===== src/rtl/shift_job_sequencer.sv =====
// -----------------------------------------------------------------------------
// shift_job_sequencer
//
// Sequential controller that sits directly upstream of an 8-bit combinational
// barrel_shifter. The shifter does logical shifts with zero fill, takes a 3-bit
// amount, and uses dir 0 = left, 1 = right. The sequencer accepts a shift job
// whose total amount may exceed the shifter's 7-bit reach. It splits the job
// into passes of at most 7 bits each. The running value is kept in acc and fed
// through the shifter once per RUN cycle. The finished word is returned on a
// valid/ready response channel.
//
// Optional build macro:
//   EARLY_ZERO_EN - a job with req_amt >= DATA_W completes straight to DONE
//                   with a zero result, one edge after accept. The shifter is
//                   never driven with a nonzero amount for such a job.
//                   When the macro is undefined, these jobs take the normal
//                   multi-pass path and still yield zero.
//
// Every output is registered. Each one is loaded from the next-state values,
// so it always matches the state the FSM is in.
// -----------------------------------------------------------------------------
module shift_job_sequencer #(
  parameter int DATA_W = 8,
  parameter int AMT_W  = 4
) (
  input  logic              clk,
  input  logic              rst_n,
  input  logic              req_valid,
  output logic              req_ready,
  input  logic [DATA_W-1:0] req_data,
  input  logic [AMT_W-1:0]  req_amt,
  input  logic              req_dir,
  output logic              resp_valid,
  input  logic              resp_ready,
  output logic [DATA_W-1:0] resp_data,
  output logic              busy,
  output logic [DATA_W-1:0] bs_data_in,
  output logic [2:0]        bs_shift_amt,
  output logic              bs_dir,
  input  logic [DATA_W-1:0] bs_data_out
);

  typedef enum logic [1:0] {
    IDLE = 2'd0,
    RUN  = 2'd1,
    DONE = 2'd2
  } state_t;

  // Largest amount one shifter pass can apply.
  localparam logic [AMT_W-1:0] MAX_STEP = AMT_W'(7);

  state_t            state;
  state_t            state_n;
  logic [DATA_W-1:0] acc;
  logic [DATA_W-1:0] acc_n;
  logic [AMT_W-1:0]  rem;
  logic [AMT_W-1:0]  rem_n;
  logic              dir_r;
  logic              dir_n;
  logic [2:0]        step;
  logic [2:0]        step_n;

  // Amount of the pass that is currently in flight (RUN).
  assign step   = (rem > MAX_STEP) ? 3'd7 : rem[2:0];
  // Amount of the pass the shifter will see next cycle, if the FSM is in RUN.
  assign step_n = (rem_n > MAX_STEP) ? 3'd7 : rem_n[2:0];

  // Next-state and next-datapath decode for the three-state job FSM.
  always_comb begin
    // NOTE: every variable gets a default first, so no path leaves it unassigned and no latch is inferred.
    state_n = state;
    acc_n   = acc;
    rem_n   = rem;
    dir_n   = dir_r;
    unique case (state)
      IDLE: begin
        if (req_valid && req_ready) begin
          acc_n = req_data;
          rem_n = req_amt;
          dir_n = req_dir;
          if (req_amt == '0) begin
            state_n = DONE;
          end
`ifdef EARLY_ZERO_EN
          else if (32'(req_amt) >= 32'(DATA_W)) begin
            // Every bit would be shifted out anyway, so skip the shifter.
            acc_n   = '0;
            rem_n   = '0;
            state_n = DONE;
          end
`endif
          else begin
            state_n = RUN;
          end
        end
      end
      RUN: begin
        // rem never underflows here, because step is always <= rem.
        acc_n = bs_data_out;
        rem_n = rem - AMT_W'(step);
        if (rem <= MAX_STEP) begin
          state_n = DONE;
        end
      end
      DONE: begin
        if (resp_valid && resp_ready) begin
          state_n = IDLE;
        end
      end
      default: begin
        state_n = IDLE;
      end
    endcase
  end

  // State, datapath and registered outputs. A reset in the middle of a job
  // discards the job immediately.
  always_ff @(posedge clk or negedge rst_n) begin
    if (!rst_n) begin
      state        <= IDLE;
      acc          <= '0;
      rem          <= '0;
      dir_r        <= 1'b0;
      req_ready    <= 1'b1;
      resp_valid   <= 1'b0;
      resp_data    <= '0;
      busy         <= 1'b0;
      bs_data_in   <= '0;
      bs_shift_amt <= 3'd0;
      bs_dir       <= 1'b0;
    end else begin
      // NOTE: sequential state uses non-blocking assignments, so every register samples pre-edge values.
      state        <= state_n;
      acc          <= acc_n;
      rem          <= rem_n;
      dir_r        <= dir_n;
      req_ready    <= (state_n == IDLE);
      resp_valid   <= (state_n == DONE);
      resp_data    <= (state_n == DONE) ? acc_n : '0;
      busy         <= (state_n != IDLE);
      // The shifter always sees acc, so no X ever reaches it. The amount and
      // direction are nonzero only while a pass is in flight.
      bs_data_in   <= acc_n;
      bs_shift_amt <= (state_n == RUN) ? step_n : 3'd0;
      bs_dir       <= (state_n == RUN) ? dir_n : 1'b0;
    end
  end

endmodule


===== config.mk =====
export PLATFORM = sky130hd
export DESIGN_NAME = shift_job_sequencer
export DESIGN_NICKNAME = d
export VERILOG_FILES = /design/src/rtl/shift_job_sequencer.sv
export SDC_FILE = /design/constraint.sdc
export NUM_CORES = 1
export LEC_CHECK = 0
export BUFFER_PORTS_ARGS = -buffer_cell sky130_fd_sc_hd__buf_4
export CAP_MARGIN = 15
export CORE_MARGIN = 2
export CORE_UTILIZATION = 45
export CTS_CLUSTER_DIAMETER = 200
export DETAILED_ROUTE_END_ITERATION = 10
export PLACE_DENSITY = 0.74
export SYNTH_ARGS = -nofsm -noshare
export SYNTH_HDL_FRONTEND = slang
export SYNTH_SLANG_ARGS = --single-unit

===== constraint.sdc =====
create_clock -name clk -period 1.7 [get_ports clk]
set_input_delay 0.085 -clock clk [delete_from_list [all_inputs] [get_ports clk]]
set_output_delay 0.085 -clock clk [all_outputs]
set_load 0.01 [all_outputs]

==> impl_metrics.csv, run 1 <==
group,metric,value,unit
drt,via_per_inst,5.40,
timing,min_period_over_period,90.8,%
pwr,p_sw,0.00133,W
min_path,hold_path.class,"primary input to register",
layout,fillerInstances,207,
yosys,synth_common_cells,"dfrtp_1 (29), nor2b_1 (11), and2_1 (10), a31oi_1 (9)",
pwr,power_density,1930,mW/mm^2
timing,slew_violations,0,
clock_tree,clock-root-buffer,"clkbuf_4",
clock_tree,numCtsBuffers,5,
timing,relSlewSlack,71.3,%
min_path,min_from,"req_dir",
floorplan,die_h,58.4,um
grt,antenna_found_initial,0,
layout,multiInputGateArea,507,um^2
critical_path,r2r-start,"state[0]",
pwr,irDropWorstVdd,0.00116,V
clock_tree,clock_path_buffers,2,
flow_run,drv_cap,0,
timing,worstMarginPinSlew,0.427,ns
drt,wl_per_cell,15.6,um
timing,fin_setup_tns,0,ns
layout,fin_nets,195,
pwr,pwr-share-clk,13.2,%
pwr,p_leak,0.890,nW
layout,diodes,0,
yosys,syn-num-nets,143,
critical_path,cp_max_fo,13,
timing,rsz0062_at_grt,"no",
yosys,synth_area_leader_cell,"dfrtp_1",
placed_design,dpl.hpwl,2.21,mm
timing,report.final.setup_viol,0,
grt,grt_pass1_vias,1106,
yosys,postSynth.asyncResetShare,100,%
yosys,synth_cells,117,
floorplan,start_util,47.9,%
yosys,synth_edf_count,0,
timing,finalCriticalPeriod,1.54,ns
run_status,status,"finished clean",
floorplan,pin_count,48,
floorplan,die-area,0.00341,mm^2
grt,gr-total-overflow,0,
floorplan,coreArea,0.00278,mm^2
placed_design,pre_cts_ws,0.122,ns
clock_tree,h-tree-depth,2,
yosys,synthTopCellsByArea,"dfrtp_1 (55%), o2bb2ai_1 (5.3%), nor2b_1 (5.2%)",
yosys,yosysMostFrequentCell,"dfrtp_1",
critical_path,cp-start-kind,"register",
critical_path,cp.required,1.96,ns
floorplan,die_w,58.4,um
layout,register_area,753,um^2
yosys,ys.flop_type,"dfrtp_1",
pwr,p_int,0.00211,W
clock_tree,cts_tree,"built",
placed_design,port_buffers,47,
yosys,synth_seq_cells,30,
placed_design,finalWeightedCongestion,0.854,
grt,grt_pass1_wl,5.14,mm
critical_path,cp.arrival,1.80,ns
yosys,yosys_warnings,0,
timing,hold_viol_final,0,
drt,routed_wl,3.13,mm
floorplan,row_count,19,
pwr,power_frac_comb,49.1,%
clock_tree,cts.sinks,30,
drt,drtIter0Drc,35,
yosys,netlist.area_leader.share,54.5,%
timing,worst_slack,0.156,ns
clock_tree,clk_pin_slew,0.10,ns
grt,grt_max_degree,31,
yosys,synth_area,0.00133,mm^2
layout,drive_above_1_share,38.2,%
critical_path,critPathLaunch,"state[0]",
critical_path,endpoint_kind,"register",
drt,drtPass1Iterations,5,
drt,drc_errors,0,
grt,grt_usage,20.3,%
drt,routed-via-count,1086,
timing,max_freq,0.648,GHz
clock_tree,clock_latency,0.33,ns
yosys,syn_area_per_cell,11.4,um^2
pwr,p_seq_share,37.7,%
pwr,p_total,0.00345,W
drt,antenna_left,0,
yosys,yosysUniqueCellTypes,30,
yosys,ys_seq_area_share,56.5,%
pwr,swShare,38.7,%
critical_path,crit_type,"register to register",
layout,area_growth,34.4,%
timing,fin_skew,0.00615,ns
[layout make-up]
| type | count | area share (%) |
|---|---|---|
| tap | 31 | 2.17 |
| sequential | 30 | 42.1 |
| inverter | 7 | 1.47 |
| clock buffer | 6 | 2.87 |
| timing repair buffer | 53 | 22.4 |
| clock inverter | 2 | 0.699 |
| multi-input combinational | 72 | 28.3 |
[final timing paths]
path / endpoint / slack [ns] / cells after the start
min in group asynchronous: resp_data[2] / 0.20 / 2
setup / recovery: resp_data[6] / 0.16 / 4
hold reg to reg: dir_r / 0.51 / 1
setup reg to reg: resp_data[6] / 0.16 / 4
max in group asynchronous: req_ready / 1.18 / 2
hold / removal: dir_r / 0.005 / 2
[power by group through the flow]
| stage | Sequential [W] | Combinational (W) | Clock, W |
|---|---|---|---|
| 2_1_floorplan | 0.00136 | 0.000947 | 0 |
| 3_3_place_gp | 0.00129 | 0.00165 | 0 |
| 3_5_place_dp | 0.00129 | 0.00169 | 0 |
| 4_1_cts | 0.00129 | 0.00170 | 0.000461 |
| 5_1_grt | 0.00134 | 0.00185 | 0.000502 |
| 6_report | 0.00130 | 0.00169 | 0.000457 |
[sequential cells by signal, summed over array words and instances (netlist names), 2 cells and up]
name	count
acc	8
resp_data	8
rem	4
bs_shift_amt	3
state	2
[critical path: stages (launching register included)]
cell,delay (ns)
dfrtp_2,0.50
inv_1,0.23
a21o_1,0.40
o2bb2ai_1,0.19
nor2b_1,0.16
[layer usage]
metal | vias up | global-route usage, % | wire length [um]
li1 | 517 | - | -
met1 | 528 | 25.8 | 1330
met2 | 36 | 32.9 | 1570
met3 | 5 | 5.71 | 186
met4 | 0 | 7.97 | 42
met5 | - | 0 | 0
[through the flow]
stage / std cells / utilization [%] / hold slack (ns) / cell area (um^2)
after floorplan: 117 / - / -0.211 / 1330
after global placement: 192 / 61.4 / 0.0269 / 1710
after detailed placement: 192 / 61.4 / 0.0312 / 1710
after CTS: 201 / 64.1 / 0.00215 / 1780
after global routing: 201 / 64.3 / 0.00524 / 1790
final: 201 / 64.3 / 0.00452 / 1790
[cell usage in the layout, fill, tap and decap left out, types with 2 or more instances in the layout]
cell type,instances
a21oi_1,8
a31oi_1,9
and2_1,10
buf_4,52
clkbuf_4,5
dfrtp_1,28
inv_1,7
nand2_1,5
nand2b_1,4
nand4b_1,2
nor2b_1,11
o2bb2ai_1,8
[cell families (layout without fill, tap and decap cells)]
logic type,count (synthesis),count (layout),share of synthesized area [%]
DFF,30,30,56.5
muxes,2,2,2.54
adders and majority gates,1,1,0.940
AOI/OAI and AO/OA,31,31,16.4
buffers and inverters,15,68,5.83
xor gates and xnor gates,1,1,0.658
and+or+nand+nor,37,37,17.1
[repair_timing]
item / in CTS / in global routing
buffers inserted: 0 / 0
endpoints found under the setup margin: 0 / 11
resized for setup: 0 / 2
hold buffers: 1 / 0
endpoints found under the hold margin: 30 / 0
Power figures use the tool's default switching activity.
==> inputs of run 2 (changes only) <==
Settings changed: CORE_UTILIZATION 45 to 48, PLACE_DENSITY 0.74 to 0.78, SETUP_SLACK_MARGIN set to 0.3.
==> impl_metrics.csv, run 2 (same netlist as run 1, synthesis figures left out) <==
group,metric,value,unit
critical_path,cp.required,1.94,ns
timing,fin_skew,0.0103,ns
layout,final_common_cell,"buf_4",
pwr,power_density,1970,mW/mm^2
layout,multiInputGateArea,598,um^2
floorplan,coreArea,0.00269,mm^2
floorplan,die_w,56.7,um
drt,drtPass1Iterations,5,
grt,grt_pass1_wl,5.20,mm
drt,via_per_inst,5.38,
grt,gr-total-overflow,0,
drt,routed-via-count,1145,
clock_tree,h-tree-depth,2,
critical_path,critPathLaunch,"rem[3]",
grt,grt_pass1_vias,1165,
min_path,min_from,"req_amt[2]",
layout,final_cell_mix,"buf_4 (61), dfrtp_1 (26), and2_1 (9), a31oi_1 (9)",
grt,grt_max_degree,31,
critical_path,slowest_delay,0.47,ns
timing,fin_setup_tns,0,ns
layout,area_growth,49.6,%
clock_tree,cts.sinks,30,
drt,drc_errors,0,
floorplan,die_h,56.7,um
layout,top_regs,"acc x8, resp_data x8, rem x4",
min_path,hold_path.class,"primary input to register",
run_status,status,"finished clean",
pwr,irDropWorstVdd,0.00130,V
placed_design,finalWeightedCongestion,0.928,
layout,register_area,756,um^2
grt,grt_usage,21.4,%
critical_path,crit_chain,"nand2b_4 > ha_4 > xnor2_1 > or3_1 > a31oi_1",
grt,antenna_found_initial,0,
drt,drtIter0Drc,21,
critical_path,r2r-start,"rem[3]",
timing,min_period_over_period,82.5,%
drt,antenna_left,0,
flow_run,drv_cap,0,
critical_path,cp-start-kind,"register",
layout,fillerInstances,179,
timing,rsz0062_at_grt,"yes",
timing,hold_viol_final,0,
critical_path,cp_max_fo,5,
clock_tree,cts_tree,"built",
critical_path,cpLargestDelayFamily,"flip-flops",
layout,fin_nets,207,
critical_path,cp.arrival,1.64,ns
placed_design,dpl_cell_area,0.00171,mm^2
layout,diodes,0,
critical_path,crit_type,"register to register",
timing,worstMarginPinSlew,0.538,ns
pwr,p_leak,0.980,nW
timing,max_freq,0.713,GHz
clock_tree,clock_path_buffers,2,
timing,report.final.setup_viol,0,
layout,fin_area,0.00199,mm^2
placed_design,dpl.hpwl,2.16,mm
drt,routed_wl,3.35,mm
timing,relSlewSlack,63.8,%
floorplan,row_count,19,
timing,slew_violations,0,
drt,wl_per_cell,15.7,um
floorplan,pin_count,48,
critical_path,path_buf_inv,0,
critical_path,crit_slowest_cell,"dfrtp_2",
placed_design,port_buffers,47,
pwr,p_total,0.00392,W
layout,drive_above_1_share,51.1,%
clock_tree,numCtsBuffers,5,
critical_path,endpoint_kind,"register",
floorplan,start_util,49.6,%
clock_tree,clk_pin_slew,0.10,ns
clock_tree,clock_latency,0.33,ns
floorplan,die-area,0.00321,mm^2
clock_tree,clock-root-buffer,"clkbuf_4",
timing,finalCriticalPeriod,1.40,ns
-- run 2: cell types whose count changed in the layout (fill, tap and decap cells not counted), sizes merged --
cell,change
buf,+11
dlygate4sd3,+1
-- run 2: power by group --
| part | internal [W] | switching [W] |
|---|---|---|
| logic | 0.00118 | 0.000992 |
| clock network | 0.000199 | 0.000250 |
| registers | 0.00107 | 0.000235 |
-- run 2: layer usage --
layer	track usage, %	up-vias	wire length, um
met4	12.2	0	100
met3	5.07	9	158
met5	0	-	0
met1	25.5	556	1340
met2	35.2	39	1750
li1	-	541	-
-- run 2: worst min-delay path: stages --
cell and delay [ns]:
buf_4 0.09, a222oi_1 0.08, nand2_1 0.08
-- run 2: path summary, 6_finish.rpt --
check,cells after the start,to,slack [ns]
max,5,bs_shift_amt[2],0.30
min in group asynchronous,2,acc[6],0.21
min,3,rem[2],0.04
min reg2reg,1,dir_r,0.50
max reg2reg,5,bs_shift_amt[2],0.30
max in group asynchronous,2,req_ready,1.17
-- run 2: per-stage QoR --
step | worst slack [ns] | std cells | utilization [%] | hold slack [ns]
2_1_floorplan | 0.275 | 117 | - | -0.211
3_3_place_gp | 0.189 | 192 | 63.8 | 0.0232
3_5_place_dp | 0.183 | 192 | 63.8 | 0.0307
4_1_cts | 0.262 | 207 | 69.9 | 0.0173
5_1_grt | 0.244 | 213 | 74.2 | 0.0374
6_report | 0.297 | 213 | 74.2 | 0.0449
-- run 2: timing repair --
| item | in CTS | in global routing |
|---|---|---|
| pin swaps | 1 | 9 |
| buffers inserted | 5 | 6 |
| endpoints found under the setup margin | 20 | 18 |
| hold buffers | 2 | 0 |
| endpoints found under the hold margin | 31 | 0 |
| gates resized for setup | 11 | 14 |
-- run 2: layout make-up --
type / instances / share of cell area [%]
clock inverter: 2 / 0.628
multi-input combinational: 72 / 30.0
tap: 31 / 1.95
sequential: 30 / 37.9
clock buffer: 6 / 2.58
inverter: 7 / 1.32
timing repair buffer: 65 / 25.6
